### src/rtl/seg_display_pkg.sv
// Shared types and constants for the two-digit multiplexed 7-segment driver.
package seg_display_pkg;

    typedef enum logic [1:0] {
        S_DIG_LOW  = 2'd0,
        S_GAP_LOW  = 2'd1,
        S_DIG_HIGH = 2'd2,
        S_GAP_HIGH = 2'd3
    } state_t;

    localparam logic [6:0] SEG_BLANK = 7'h7F;
    localparam logic [1:0] AN_OFF    = 2'b11;

endpackage

### src/rtl/hex_to_7seg.sv
// Hex digit to active-low 7-segment pattern, segment order {g,f,e,d,c,b,a}.
module hex_to_7seg
    import seg_display_pkg::*;
(
    input  logic [3:0] hex,
    output logic [6:0] seg
);

    always_comb begin
        seg = SEG_BLANK;
        case (hex)
            4'h0: seg = 7'h40;
            4'h1: seg = 7'h79;
            4'h2: seg = 7'h24;
            4'h3: seg = 7'h30;
            4'h4: seg = 7'h19;
            4'h5: seg = 7'h12;
            4'h6: seg = 7'h02;
            4'h7: seg = 7'h78;
            4'h8: seg = 7'h00;
            4'h9: seg = 7'h10;
            4'hA: seg = 7'h08;
            4'hB: seg = 7'h03;
            4'hC: seg = 7'h46;
            4'hD: seg = 7'h21;
            4'hE: seg = 7'h06;
            4'hF: seg = 7'h0E;
            default: seg = SEG_BLANK;
        endcase
    end

endmodule

### src/rtl/seg_display2.sv
// Two-digit multiplexed common-anode driver with per-frame digit snapshot,
// blanking gaps between slots and a stretched overflow decimal point.
//
// state      | meaning
// S_DIG_LOW  | low digit lit (an=10)
// S_GAP_LOW  | all off after low slot
// S_DIG_HIGH | high digit lit (an=01), dp shows overflow stretch
// S_GAP_HIGH | all off after high slot; leaving it snapshots both digits
module seg_display2
    import seg_display_pkg::*;
#(
    parameter int REFRESH_DIV   = 50000,
    parameter int GAP_CYCLES    = 500,
    parameter int OVF_HOLD      = 100,
    parameter int BLANK_LEADING = 1
) (
    input  logic       clk,
    input  logic       rst,
    input  logic [3:0] value_low,
    input  logic [3:0] value_high,
    input  logic       overflow,
    output logic [6:0] seg,
    output logic       dp,
    output logic [1:0] an
);

    localparam int CNT_MAX = (REFRESH_DIV > GAP_CYCLES) ? REFRESH_DIV : GAP_CYCLES;
    localparam int CNT_W   = (CNT_MAX > 1) ? $clog2(CNT_MAX) : 1;
    localparam int OVF_W   = $clog2(OVF_HOLD + 1);

    localparam logic [CNT_W-1:0] DIG_LAST = CNT_W'(REFRESH_DIV - 1);
    localparam logic [CNT_W-1:0] GAP_LAST = CNT_W'(GAP_CYCLES - 1);
    localparam logic [OVF_W-1:0] OVF_LOAD = OVF_W'(OVF_HOLD);

    state_t             state_q, state_n;
    logic [CNT_W-1:0]   cnt_q, cnt_n;
    logic               slot_end;
    logic [3:0]         snap_low, snap_high;
    logic [OVF_W-1:0]   ovf_cnt;
    logic [3:0]         digit;
    logic [6:0]         digit_seg;
    logic [6:0]         seg_n;
    logic [1:0]         an_n;
    logic               dp_n;

    always_ff @(posedge clk) begin
        if (rst) begin
            state_q <= S_GAP_HIGH;
            cnt_q   <= '0;
        end else begin
            state_q <= state_n;
            cnt_q   <= cnt_n;
        end
    end

    always_comb begin
        state_n  = state_q;
        cnt_n    = cnt_q + CNT_W'(1);
        slot_end = (state_q == S_DIG_LOW || state_q == S_DIG_HIGH) ?
                   (cnt_q == DIG_LAST) : (cnt_q == GAP_LAST);
        if (slot_end) begin
            cnt_n = '0;
            case (state_q)
                S_DIG_LOW:  state_n = S_GAP_LOW;
                S_GAP_LOW:  state_n = S_DIG_HIGH;
                S_DIG_HIGH: state_n = S_GAP_HIGH;
                S_GAP_HIGH: state_n = S_DIG_LOW;
                default:    state_n = S_GAP_HIGH;
            endcase
        end
    end

    // Digits are frozen for the whole frame so a mid-frame update never tears.
    always_ff @(posedge clk) begin
        if (rst) begin
            snap_low  <= '0;
            snap_high <= '0;
        end else if (state_q == S_GAP_HIGH && slot_end) begin
            snap_low  <= value_low;
            snap_high <= value_high;
        end
    end

    // A fresh pulse wins over the end-of-high-slot decrement.
    always_ff @(posedge clk) begin
        if (rst) begin
            ovf_cnt <= '0;
        end else if (overflow) begin
            ovf_cnt <= OVF_LOAD;
        end else if (state_q == S_DIG_HIGH && slot_end && ovf_cnt != '0) begin
            ovf_cnt <= ovf_cnt - OVF_W'(1);
        end
    end

    assign digit = (state_q == S_DIG_HIGH) ? snap_high : snap_low;

    hex_to_7seg u_hex (
        .hex (digit),
        .seg (digit_seg)
    );

    always_comb begin
        seg_n = SEG_BLANK;
        an_n  = AN_OFF;
        dp_n  = 1'b1;
        case (state_q)
            S_DIG_LOW: begin
                an_n  = 2'b10;
                seg_n = digit_seg;
            end
            S_DIG_HIGH: begin
                dp_n = (ovf_cnt == '0);
                if (BLANK_LEADING != 0 && snap_high == 4'h0) begin
                    // Keep the anode on only when the dp has something to show.
                    an_n = (ovf_cnt != '0) ? 2'b01 : AN_OFF;
                end else begin
                    an_n  = 2'b01;
                    seg_n = digit_seg;
                end
            end
            default: ;
        endcase
    end

    always_ff @(posedge clk) begin
        if (rst) begin
            seg <= SEG_BLANK;
            dp  <= 1'b1;
            an  <= AN_OFF;
        end else begin
            seg <= seg_n;
            dp  <= dp_n;
            an  <= an_n;
        end
    end

endmodule

### config.mk
export PLATFORM = sky130hd
export DESIGN_NAME = seg_display2
export DESIGN_NICKNAME = d
export VERILOG_FILES = /design/src/rtl/seg_display_pkg.sv /design/src/rtl/hex_to_7seg.sv /design/src/rtl/seg_display2.sv
export SDC_FILE = /design/constraint.sdc
export NUM_CORES = 1
export LEC_CHECK = 0
export CORE_UTILIZATION = 51
export CTS_BUF_LIST = sky130_fd_sc_hd__clkbuf_16
export CTS_CLUSTER_DIAMETER = 150
export DETAILED_ROUTE_END_ITERATION = 16
export GPL_TIMING_DRIVEN = 0
export PLACE_DENSITY = 0.86
export SLEW_MARGIN = 20
export SYNTH_ARGS = -nofsm -noshare
export SYNTH_HDL_FRONTEND = slang
export SYNTH_SLANG_ARGS = --single-unit
### constraint.sdc
create_clock -name clk -period 2.3 [get_ports clk]
set_clock_uncertainty 0.05 [all_clocks]
set_input_delay 0.345 -clock clk [delete_from_list [all_inputs] [get_ports clk]]
set_output_delay 0.345 -clock clk [all_outputs]
set_load 0.03 [all_outputs]
After elaboration in Yosys (flattened, before gate mapping)

Memories as Yosys holds them, arrays and structs flattened.
Cells that the tools add are included.
Widths: inputs -> output; s select.

Register bits: 43
ROM bits: 112
Input port bits: 11
Output and inout bits: 10
Memories: 1

Add/subtract/negate cells: 2
Eq/ne operators: 5
Mux-type cells: 10
Bitwise operators: 1
Reductions and logical operators: 12

Memories:

| memory          | depth | bits a word | rd ports | clocked after memory_dff | write ports | line              | RTL |
|---|---|---|---|---|---|---|---|
| (no name shown) | 16    | 7           | 1        | 0                        | 0           | hex_to_7seg.sv:11 | `case (hex)` |

Operator list:

| cell                  | count |
|---|---|
| $mux 7                | 3 |
| $add 16x1->16 const B | 1 |
| $eq 16x16->1 const B  | 1 |
| $eq 16x9->1 const B   | 1 |
| $pmux 7 s2            | 1 |
| $pmux 2 s4            | 1 |
| $logic_not 7->1       | 1 |
| $reduce_bool 7->1     | 1 |
| $sub 7x1->7 const B   | 1 |
| $reduce_or 2->1       | 3 |
| $eq 2x2->1 const B    | 2 |
| $logic_not 4->1       | 1 |
| $mux 2                | 2 |
| $mux 4                | 1 |
| $pmux 2 s2            | 1 |
| $logic_and 1x1->1     | 3 |
| $eq 2x1->1 const B    | 1 |
| $logic_not 2->1       | 1 |
| $reduce_bool 2->1     | 1 |
| $logic_or 1x1->1      | 1 |
| $mux 1                | 1 |
| $not 1->1             | 1 |

Logic depth before layout (Yosys ltp)

Gate-level depths: netlist of run 1.

Depth after elaboration: 7
Depth in mapped cells: 10
Depth with buffers taken out: 9

Modules after synthesis

Synthesis of run 1 repeated with hierarchy kept, for this count alone.

Cells, all modules: 233
Area, all modules: 2209.6 sq um

Modules (own cells, without submodules):

| module       | instances | cells each | area an instance (sq um) | sequential area each (sq um) |
|---|---|---|---|---|
| seg_display2 | 1         | 201        | 1934.4                   | 860.8 |
| hex_to_7seg  | 1         | 32         | 275.3                    | 0.0 |

Worst setup path before layout of run 1

No wires, ideal clock.

Kind: register -> register
Start point: register state_q[0]
End point: register seg[3]
Library setup time: 0.139 ns
Arrival: 2.117 ns
Required time: 2.111 ns
Path slack: -0.007 ns
Cell stages (with the launch flop): 11
Buffers on the path: 1
Period minus slack after synthesis: 2.307 ns
Path through: dfxtp_1 > inv_1 > ha_1 > clkbuf_1 > mux2i_1 > inv_1 > ha_1 > nand2_1 > nand3_1 > nand2_1 > nand2_1

Longest elaborated chain between the ends: 5
Elaborated cells between the ends (all ways): 6
Those cells by class: eq/ne: 1; mux: 3; reduce/logical: 1; memory: 1

RTL lines:

| what                   | line                                    | RTL |
|---|---|---|
| start, declared        | seg_display2.sv:35                      | `state_t state_q, state_n;` |
| start signal, assigned | seg_display2.sv:51                      | `state_q <= state_n;` |
| $eq 2x2->1             | seg_display2.sv:95, seg_display2.sv:106 |  |
| $mux 4                 | seg_display2.sv:95                      | `assign digit = (state_q == S_DIG_HIGH) ? snap_high : snap_low;` |
| $mem_v2 16x7           | -                                       |  |
| $mux 7                 | seg_display2.sv:113                     | `if (BLANK_LEADING != 0 && snap_high == 4'h0) begin` |
| $pmux 7 s2 (*)         | seg_display2.sv:106                     | `case (state_q)` |
| end signal, assigned   | seg_display2.sv:131                     | `seg <= seg_n;` |
| end, declared          | seg_display2.sv:22                      | `output logic [6:0] seg,` |

Every way passes the cells marked *; elsewhere a longest branch is shown, timed or not.
A chain may end at the register's enable or synchronous reset.

Worst setup path in the final report of run 1

Start point: register state_q[0]
End point: register ovf_cnt[4]

Longest elaborated chain between the ends: 5
Elaborated cells between the ends (all ways): 6
Those cells by class: eq/ne: 1; mux: 1; reduce/logical: 4

RTL lines:

| what                                                 | line                                   | RTL |
|---|---|---|
| $eq 2x2->1 / $logic_not 2->1 (equally long branches) | seg_display2.sv:59, seg_display2.sv:90 |  |
| $logic_or 1x1->1                                     | seg_display2.sv:59                     | `slot_end = (state_q == S_DIG_LOW \|\| state_q == S_DIG_HIGH) ?` |
| $mux 1                                               | seg_display2.sv:59                     |  |
| $logic_and 1x1->1 (*) (2 in a row)                   | seg_display2.sv:90                     | `end else if (state_q == S_DIG_HIGH && slot_end && ovf_cnt != '0) begin` |
| end signal, assigned                                 | seg_display2.sv:91                     | `ovf_cnt <= ovf_cnt - OVF_W'(1);` |
| end, declared                                        | seg_display2.sv:39                     | `logic [OVF_W-1:0] ovf_cnt;` |

Marks and branches as above.

==> impl_metrics.env, run 1 <==
export IMPL_status="complete, no violations"
export IMPL_critPathRequiredTime_ns=2.47
export IMPL_min_delay_path_depth=1
export IMPL_cts_clk_slew_worst_paths_ns=0.06
export IMPL_ant_nets=0
export IMPL_timing_hold_ws_ns=0.404
export IMPL_dpl_cell_count=298
export IMPL_finalSetupViolCount=0
export IMPL_vdd_drop_max_uv=329
export IMPL_clockBufferDepth=2
export IMPL_dieArea_um2=4480
export IMPL_vias=1693
export IMPL_fmax_mhz=454
export IMPL_grt_start_max_net_pins=14
export IMPL_holdBufCountCts=0
export IMPL_final_max_slew_violation_count=0
export IMPL_grt_antenna_before_repair=0
export IMPL_final_min_clock_period_ns=2.20
export IMPL_total_power_draw_mw=1.60
export IMPL_reg2reg_depth=7
export IMPL_die_w_um=66.9
export IMPL_synth_area_leaders="dfxtp_1 (40%), ha_1 (7.6%), mux2i_1 (6.5%)"
export IMPL_fin_crit_sh=0.958
export IMPL_wl_per_cell_um=13.6
export IMPL_synth_sequential_area_ratio=0.401
export IMPL_whs_endpoint="cnt_q[0]"
export IMPL_crit_reg2reg_launch="state_q[0]"
export IMPL_detailedRoute_firstIterationViolations=103
export IMPL_min_delay_src="cnt_q[0]"
export IMPL_floorplan_rows=23
export IMPL_worstSkewPairLatency_ns=0.29
export IMPL_place_worst_setup_slack_ns=-0.313
export IMPL_synth_enable_flop_cells=0
export IMPL_count_of_final_hold_check_violations=0
export IMPL_worst_setup_path_start_kind="flop"
export IMPL_p_per_area_nw_per_um2=606
export IMPL_layout_core_utilization=0.657
export IMPL_clock_net_sink_count=43
export IMPL_grt_usage=0.213
export IMPL_io_buffer_count=19
export IMPL_tns_ns=0
export IMPL_crit_path_max_cell_delay_ns=0.42
export IMPL_synth_area_per_cell_um2=9.38
export IMPL_endpoint_kind="flop"
export IMPL_gr_total_overflow=0
export IMPL_detailed_place_area_um2=2400
export IMPL_netlist_area_leader_share=0.401
export IMPL_timing_critical_path_cells="inv_1 -> ha_4 -> o41ai_4 -> buf_4 -> or4_4 -> or3_1 -> a21oi_1"
export IMPL_routed_wirelength_um=4190
export IMPL_insertedDiodeCount=0
export IMPL_mostFrequentLayoutCells="dfxtp_1 (43), nor2_1 (35), clkdlybuf4s50_1 (19), nand2_1 (15), mux2i_1 (13)"
export IMPL_start_util=0.533
export IMPL_dp_final_hpwl_um=2910
export IMPL_nets=280
export IMPL_timing_critical_path_slowest_stage_cell="or4_4"
export IMPL_gp_routability_congestion=0.911
export IMPL_synth_nets=253
export IMPL_die_h_um=66.9
export IMPL_drc=0
export IMPL_first_global_vias=1582
export IMPL_final_cell_area_um2=2650
export IMPL_yosysWarningCount=0
export IMPL_layoutNonFillerInstCount=307
export IMPL_static_leakage_power_nw=0.980
export IMPL_clockRootBuffer="clkbuf_16"
export IMPL_synth_cells=229
export IMPL_ys_async_sr_fraction=0
export IMPL_firstDrtPassIters=4
export IMPL_reg2reg_setup_slack_ns=0.1
export IMPL_r2r_end="ovf_cnt[4]"
export IMPL_crit_path_max_fanout=10
export IMPL_first_pass_grt_wire_length_um=7010
export IMPL_area_delta_synth_final_pct=23.2
export IMPL_drive_gt1_frac=0.152
export IMPL_tritoncts="built"
export IMPL_drt_vias_per_instance=5.51
export IMPL_critPathKind="reg2reg"
export IMPL_pin_count=21
export IMPL_number_of_distinct_library_cells_after_synthesis=45
export IMPL_post_route_worst_setup_slack_ns=0.0957
export IMPL_yosys_most_used_dff="dfxtp_1"
export IMPL_hp_class="reg2reg"
export IMPL_tritoncts_num_buffers=5
export IMPL_synth_top_area_cell="dfxtp_1"
export IMPL_core_um2=4030
export IMPL_cts_htree_levels=2
export IMPL_number_of_max_cap_violations=0
export IMPL_post_synth_instance_area_um2=2150
export IMPL_maxSlewHeadroom=0.526
export IMPL_timing_worst_slew_pin_value_ns=0.706
export IMPL_commonest_non_fill_non_tap_cell_in_the_layout="dfxtp_1"
export IMPL_critical_path_arrival_ns=2.37
export IMPL_yosys_register_bits=43
-- worst max path at each step --
stage / start / to / slack (ns)
after global routing: state_q[0] / ovf_cnt[4] / -0.03
after detailed placement: state_q[0] / seg[4] / -0.31
after floorplan: state_q[0] / seg[3] / 0.07
after CTS: state_q[0] / seg[4] / 0.06
final: state_q[0] / ovf_cnt[4] / 0.1
after global placement: state_q[0] / seg[4] / -0.25
-- power breakdown --
| group | internal [mW] | leakage, nW | switching (mW) |
|---|---|---|---|
| clock | 0.506 | 0.0812 | 0.280 |
| combinational | 0.0293 | 0.551 | 0.0259 |
| sequential | 0.753 | 0.348 | 0.00946 |
| total | 1.29 | 0.980 | 0.315 |
-- cells by family (layout without fill, tap and decap cells) --
group | Yosys count | in the layout | share of synthesized area
xor gates and xnor gates | 16 | 16 | 0.0652
and+or+nand+nor | 99 | 99 | 0.254
adders and majority gates | 13 | 13 | 0.0757
buffers and inverters | 16 | 44 | 0.0291
AOI/OAI and AO/OA | 24 | 24 | 0.0839
muxes | 18 | 18 | 0.0914
DFF | 43 | 43 | 0.401
-- synth_stat cells (all sizes together) (4+ instances only) --
cell / n
nor3: 7
nand3: 8
dfxtp: 43
clkbuf: 6
o221ai: 5
o21ai: 7
nor2: 35
nor4: 6
a21oi: 5
nand4: 4
and4bb: 4
nand2: 15
ha: 13
xor2: 6
inv: 9
mux2i: 15
and3: 4
xnor2: 10
-- routing by layer --
metal	share of wire	track usage
met5	0	0
met3	0.038	0.0445
met1	0.44	0.250
met4	0.028	0.130
met2	0.49	0.352
-- area by class of cell --
| class | count | area (um^2) |
|---|---|---|
| well taps | 50 | 62.6 |
| clock inverters | 3 | 38.8 |
| clock buffers | 5 | 125 |
| fillers | 335 | 1380 |
| plain buffers | 5 | 20.0 |
| flip-flops and latches | 43 | 861 |
| inverters | 9 | 33.8 |
| multi-input cells | 170 | 1290 |
| repair buffers | 22 | 213 |
-- state kept, by name, summed over array words and instances, names as in the netlist --
signal / cells
snap_high: 4
snap_low: 4
cnt_q: 16
ovf_cnt: 7
state_q: 2
an: 2
seg: 7
dp: 1
-- worst max-delay path: cells and delay by family (launching register included) --
family / cells / cell delay (ns)
and+or+nand+nor: 2 / 0.74
buffers and inverters: 2 / 0.39
DFF: 1 / 0.38
adders and majority gates: 1 / 0.29
AOI/OAI and AO/OA: 2 / 0.28
-- what timing repair did --
item | 4_1_cts | 5_1_grt
resized for setup | 3 | 9
gates cloned | 0 | 0
endpoints found under the setup margin | 22 | 20
setup buffers | 0 | 3
pin swaps | 0 | 1
Power figures use the tool's default switching activity.
==> run 2: changes to the inputs <==
Settings changed: PLACE_DENSITY 0.86 to not set, PLACE_DENSITY_LB_ADDON set to 0.08.
==> run 2 against run 1 <==
Core utilization shrank 0.53 points. Cell area shrank 0.80%. Die area stayed put. Clock power fell by 2%. Power down 1.2%. Register-to-register slack improved by 0.03 ns. Maximum frequency rose by 1.4%. Via count fell by 1.0%. Sequential power hardly changed. Flip-flop and latch count unchanged. Clock-buffer cell count did not move. Highest routed layer unchanged.
==> impl_metrics.env, run 2 (synthesis gave the netlist of run 1 again) <==
export IMPL_ant_nets=0
export IMPL_nFillCells=344
export IMPL_storage_cell_area_um2=861
export IMPL_min_delay_src="cnt_q[0]"
export IMPL_layoutNonFillerInstCount=306
export IMPL_crit_path_max_cell_delay_ns=0.56
export IMPL_internal_power_mw=1.29
export IMPL_biggestRegsByFlops="cnt_q (16), ovf_cnt (7), seg (7)"
export IMPL_count_of_final_hold_check_violations=0
export IMPL_floorplan_rows=23
export IMPL_power_sequential_fraction=0.481
export IMPL_timing_critical_path_slowest_stage_cell="or4_4"
export IMPL_p_per_area_nw_per_um2=603
export IMPL_critPathRequiredTime_ns=2.46
export IMPL_wl_per_cell_um=13.2
export IMPL_largest_register_ff_count=16
export IMPL_drive_gt1_frac=0.145
export IMPL_final_min_clock_period_ns=2.17
export IMPL_area_delta_synth_final_pct=22.2
export IMPL_detailedRoute_firstIterationViolations=64
export IMPL_grt_usage=0.201
export IMPL_tns_ns=0
export IMPL_die_h_um=66.9
export IMPL_max_flop_register="cnt_q"
export IMPL_first_pass_grt_wire_length_um=6760
export IMPL_clockRootBuffer="clkbuf_16"
export IMPL_start_util=0.533
export IMPL_worst_setup_path_start_kind="flop"
export IMPL_timing_critical_path_cells="ha_1 -> and4b_2 -> o211ai_4 -> or4_4 -> or3_1 -> a21oi_1"
export IMPL_vdd_drop_max_uv=464
export IMPL_dpl_cell_count=298
export IMPL_insertedDiodeCount=0
export IMPL_clockBufferDepth=2
export IMPL_pwr_share_clk=0.485
export IMPL_cts_clk_slew_worst_paths_ns=0.06
export IMPL_crit_path_max_fanout=6
export IMPL_core_um2=4030
export IMPL_swShare=0.188
export IMPL_multiInputGateArea_um2=1280
export IMPL_commonest_non_fill_non_tap_cell_in_the_layout="dfxtp_1"
export IMPL_maxSlewHeadroom=0.521
export IMPL_power_frac_comb=0.034
export IMPL_vias=1676
export IMPL_worstSkewPairLatency_ns=0.28
export IMPL_tritoncts_num_buffers=5
export IMPL_number_of_max_cap_violations=0
export IMPL_hp_class="reg2reg"
export IMPL_crit_reg2reg_launch="cnt_q[0]"
export IMPL_grt_start_max_net_pins=14
export IMPL_finalSetupViolCount=0
export IMPL_critPathKind="reg2reg"
export IMPL_endpoint_kind="flop"
export IMPL_grt_antenna_before_repair=0
export IMPL_p_sw_uw=298
export IMPL_dp_final_hpwl_um=2900
export IMPL_first_global_vias=1515
export IMPL_io_buffer_count=19
export IMPL_clock_net_sink_count=43
export IMPL_holdBufCountCts=0
export IMPL_timing_hold_ws_ns=0.388
export IMPL_gr_total_overflow=0
export IMPL_status="complete, no violations"
export IMPL_drt_vias_per_instance=5.48
export IMPL_cp_startpoint="cnt_q[0]"
export IMPL_drc=0
export IMPL_tritoncts="built"
export IMPL_pin_count=21
export IMPL_fin_crit_sh=0.945
export IMPL_timing_worst_slew_pin_value_ns=0.714
export IMPL_dieArea_um2=4480
export IMPL_critical_path_arrival_ns=2.34
export IMPL_nets=279
export IMPL_final_max_slew_violation_count=0
export IMPL_firstDrtPassIters=4
export IMPL_die_w_um=66.9
export IMPL_static_leakage_power_nw=0.976
export IMPL_routed_wirelength_um=4030
export IMPL_fmax_mhz=460
export IMPL_cts_htree_levels=2
export IMPL_rsz_0062_raised_after_global_routing="no"
export IMPL_gp_routability_congestion=0.860
export IMPL_mostFrequentLayoutCells="dfxtp_1 (43), nor2_1 (35), clkdlybuf4s50_1 (19), nand2_1 (15), mux2i_1 (13)"
-- run 2: layout make-up --
class,instances,share of cell area
plain buffers,6,0.00953
clock buffers,5,0.0476
clock inverters,3,0.0148
inverters,9,0.0129
multi-input cells,170,0.488
flip-flops and latches,43,0.328
well taps,50,0.0238
repair buffers,20,0.0753
-- run 2: what timing repair did --
item,CTS,global route
endpoints found under the setup margin,22,21
cloned,0,0
resized for setup,3,7
pin swaps,0,1
setup buffers,0,1
-- run 2: worst paths after layout --
check | end | slack (ns) | cells after the start
setup / recovery | ovf_cnt[4] | 0.13 | 6
hold / removal | cnt_q[0] | 0.39 | 1
setup reg to reg | ovf_cnt[4] | 0.13 | 6
hold reg to reg | cnt_q[0] | 0.39 | 1
-- run 2: power by group through the flow --
| stage | Sequential [mW] | Combinational, mW | Clock (mW) |
|---|---|---|---|
| final | 0.762 | 0.0532 | 0.769 |
| after global routing | 0.763 | 0.0600 | 0.817 |
| after CTS | 0.762 | 0.0534 | 0.791 |
| after detailed placement | 0.779 | 0.0527 | 0 |
| after global placement | 0.778 | 0.0524 | 0 |
| after floorplan | 0.776 | 0.0297 | 0 |
-- run 2: metrics by stage --
stage / power (mW) / util / cell area (um^2) / setup slack (ns)
3_5_place_dp: 0.831 / 0.597 / 2400 / -0.281
3_3_place_gp: 0.830 / 0.597 / 2400 / -0.279
5_1_grt: 1.64 / 0.652 / 2630 / 0.0214
6_report: 1.58 / 0.652 / 2630 / 0.126
2_1_floorplan: 0.806 / - / 2150 / 0.0696
4_1_cts: 1.61 / 0.641 / 2580 / 0.0149
-- run 2: worst max-delay path: cells and delay by family (launching register included) --
| family | cells | cell delay (ns) |
|---|---|---|
| AO/OA/AOI/OAI | 2 | 0.27 |
| adder cells (fa/ha/maj) | 1 | 0.25 |
| flip-flops | 1 | 0.34 |
| AND/OR/NAND/NOR | 3 | 1.19 |
-- run 2: per-layer routing --
metal / vias up / track usage / wire length, um
met1: 790 / 0.254 / 1930
met5: - / 0 / 0
met3: 7 / 0.0411 / 109
met4: 0 / 0.0798 / 69
li1: 857 / - / -
met2: 22 / 0.331 / 1920
==> run 3: changes to the inputs <==
Settings changed: ABC_CLOCK_PERIOD_IN_PS set to 2300, CAP_MARGIN set to 30, CELL_PAD_IN_SITES_DETAIL_PLACEMENT set to 1, CELL_PAD_IN_SITES_GLOBAL_PLACEMENT set to 2, CORE_UTILIZATION 51 to 32.
==> run 3 against run 2 <==
The flow now finishes with violations (design-rule violations). Combinational power is 8.6% higher. Non-clock buffer count did not move. Register-to-register slack hardly changed. Highest routed layer unchanged. Largest power group is now registers. Sequential power about the same. Flip-flop and latch count stayed put. Die area is 57% higher.
==> impl_metrics.env, run 3 (synthesis gave the netlist of run 1 again) <==
export IMPL_wl_per_cell_um=14.6
export IMPL_die_w_um=83.9
export IMPL_critPathKind="reg2reg"
export IMPL_gr_total_overflow=0
export IMPL_insertedDiodeCount=0
export IMPL_largest_register_ff_count=16
export IMPL_start_util=0.335
export IMPL_cp_buffers_inverters=0
export IMPL_final_min_clock_period_ns=2.17
export IMPL_tritoncts_num_buffers=5
export IMPL_place_worst_setup_slack_ns=-0.416
export IMPL_crit_family="simple AND/OR/NAND/NOR gates"
export IMPL_cts_htree_levels=2
export IMPL_grt_usage=0.150
export IMPL_maxSlewHeadroom=0.500
export IMPL_fmax_mhz=460
export IMPL_layoutNonFillerInstCount=331
export IMPL_static_leakage_power_nw=0.961
export IMPL_nets=279
export IMPL_area_delta_synth_final_pct=22.9
export IMPL_drc=1
export IMPL_pin_count=21
export IMPL_hp_class="reg2reg"
export IMPL_worstSkewPairLatency_ns=0.28
export IMPL_biggestRegsByFlops="cnt_q (16), ovf_cnt (7), seg (7)"
export IMPL_clockRootBuffer="clkbuf_16"
export IMPL_drive_gt1_frac=0.150
export IMPL_drt_vias_per_instance=5.15
export IMPL_p_per_area_nw_per_um2=560
export IMPL_violations="design-rule violations"
export IMPL_vdd_drop_max_uv=235
export IMPL_grt_antenna_before_repair=0
export IMPL_number_of_max_cap_violations=0
export IMPL_status="complete, but fails checks"
export IMPL_io_buffer_count=19
export IMPL_dieArea_um2=7050
export IMPL_finalSetupViolCount=0
export IMPL_routed_wirelength_um=4840
export IMPL_layout_core_utilization=0.411
export IMPL_first_pass_grt_wire_length_um=8390
export IMPL_gp_routability_congestion=0.707
export IMPL_dp_final_hpwl_um=3490
export IMPL_crit_path_max_fanout=6
export IMPL_timing_worst_slew_pin_value_ns=0.744
export IMPL_holdBufCountCts=0
export IMPL_fin_crit_sh=0.945
export IMPL_critical_path_arrival_ns=2.34
export IMPL_critPathRequiredTime_ns=2.46
export IMPL_ant_nets=0
export IMPL_commonest_non_fill_non_tap_cell_in_the_layout="dfxtp_1"
export IMPL_tns_ns=0
export IMPL_total_power_draw_mw=1.48
export IMPL_die_h_um=83.9
export IMPL_endpoint_kind="flop"
export IMPL_crit_path_max_cell_delay_ns=0.56
export IMPL_firstDrtPassIters=10
export IMPL_floorplan_rows=29
export IMPL_cts_clk_slew_worst_paths_ns=0.06
export IMPL_vias=1706
export IMPL_clockBufferDepth=2
export IMPL_clock_net_sink_count=43
export IMPL_timing_critical_path_slowest_stage_cell="or4_4"
export IMPL_first_global_vias=1676
export IMPL_grt_start_max_net_pins=12
export IMPL_max_flop_register="cnt_q"
export IMPL_worst_setup_path_start_kind="flop"
export IMPL_dpl_cell_count=325
export IMPL_count_of_final_hold_check_violations=0
export IMPL_mostFrequentLayoutCells="dfxtp_1 (43), nor2_1 (34), clkdlybuf4s50_1 (19), nand2_1 (15), mux2i_1 (13)"
export IMPL_tritoncts="built"
export IMPL_timing_critical_path_cells="ha_2 -> and4b_2 -> o211ai_4 -> or4_4 -> or3_1 -> a21oi_1"
export IMPL_final_max_slew_violation_count=0
export IMPL_detailedRoute_firstIterationViolations=37
export IMPL_post_route_worst_setup_slack_ns=0.126
export IMPL_core_um2=6420
==> run 3: per-layer routing <==
layer	wire (um)	up-vias	global-route usage
li1	-	854	-
met1	2480	823	0.205
met2	2140	24	0.230
met3	149	5	0.0326
met4	73	0	0.0564
met5	0	-	0
==> run 3: area by class of cell <==
type | count | area (um^2)
plain buffers | 6 | 27.5
clock buffers | 5 | 125
clock inverters | 1 | 3.75
fillers | 728 | 3780
inverters | 9 | 33.8
multi-input cells | 170 | 1300
flip-flops and latches | 43 | 861
well taps | 77 | 96.3
repair buffers | 20 | 198
==> run 3: where the power goes <==
part	total (mW)	switching, mW	internal (mW)
Combinational	0.0578	0.0275	0.0303
Clock	0.659	0.272	0.386
Sequential	0.763	0.00949	0.753
Total	1.48	0.309	1.17
==> run 3: timing repair <==
item	4_1_cts	5_1_grt
endpoints found under the setup margin	23	16
resized for setup	7	8
setup buffers	0	1
pin swaps	0	2
==> run 3: final timing paths <==
kind         startpoint    endpoint  slack (ns)  cells past startpoint
max            cnt_q[0]  ovf_cnt[4]        0.13                      6
min            cnt_q[0]    cnt_q[0]        0.40                      1
max reg2reg    cnt_q[0]  ovf_cnt[4]        0.13                      6
min reg2reg    cnt_q[0]    cnt_q[0]        0.40                      1
==> run 3: stage by stage <==
stage,cell area (um^2),hold WS (ns)
3_5_place_dp,2440,0.387
5_1_grt,2640,0.418
6_report,2640,0.404
2_1_floorplan,2150,0.363
3_3_place_gp,2440,0.373
4_1_cts,2610,0.402
==> run 3: worst reg2reg max path, stage by stage, from the launching register on <==
cell and delay [ns]:
dfxtp_1 0.36, ha_2 0.25, and4b_2 0.29, o211ai_4 0.13, or4_4 0.57, or3_1 0.32, a21oi_1 0.14
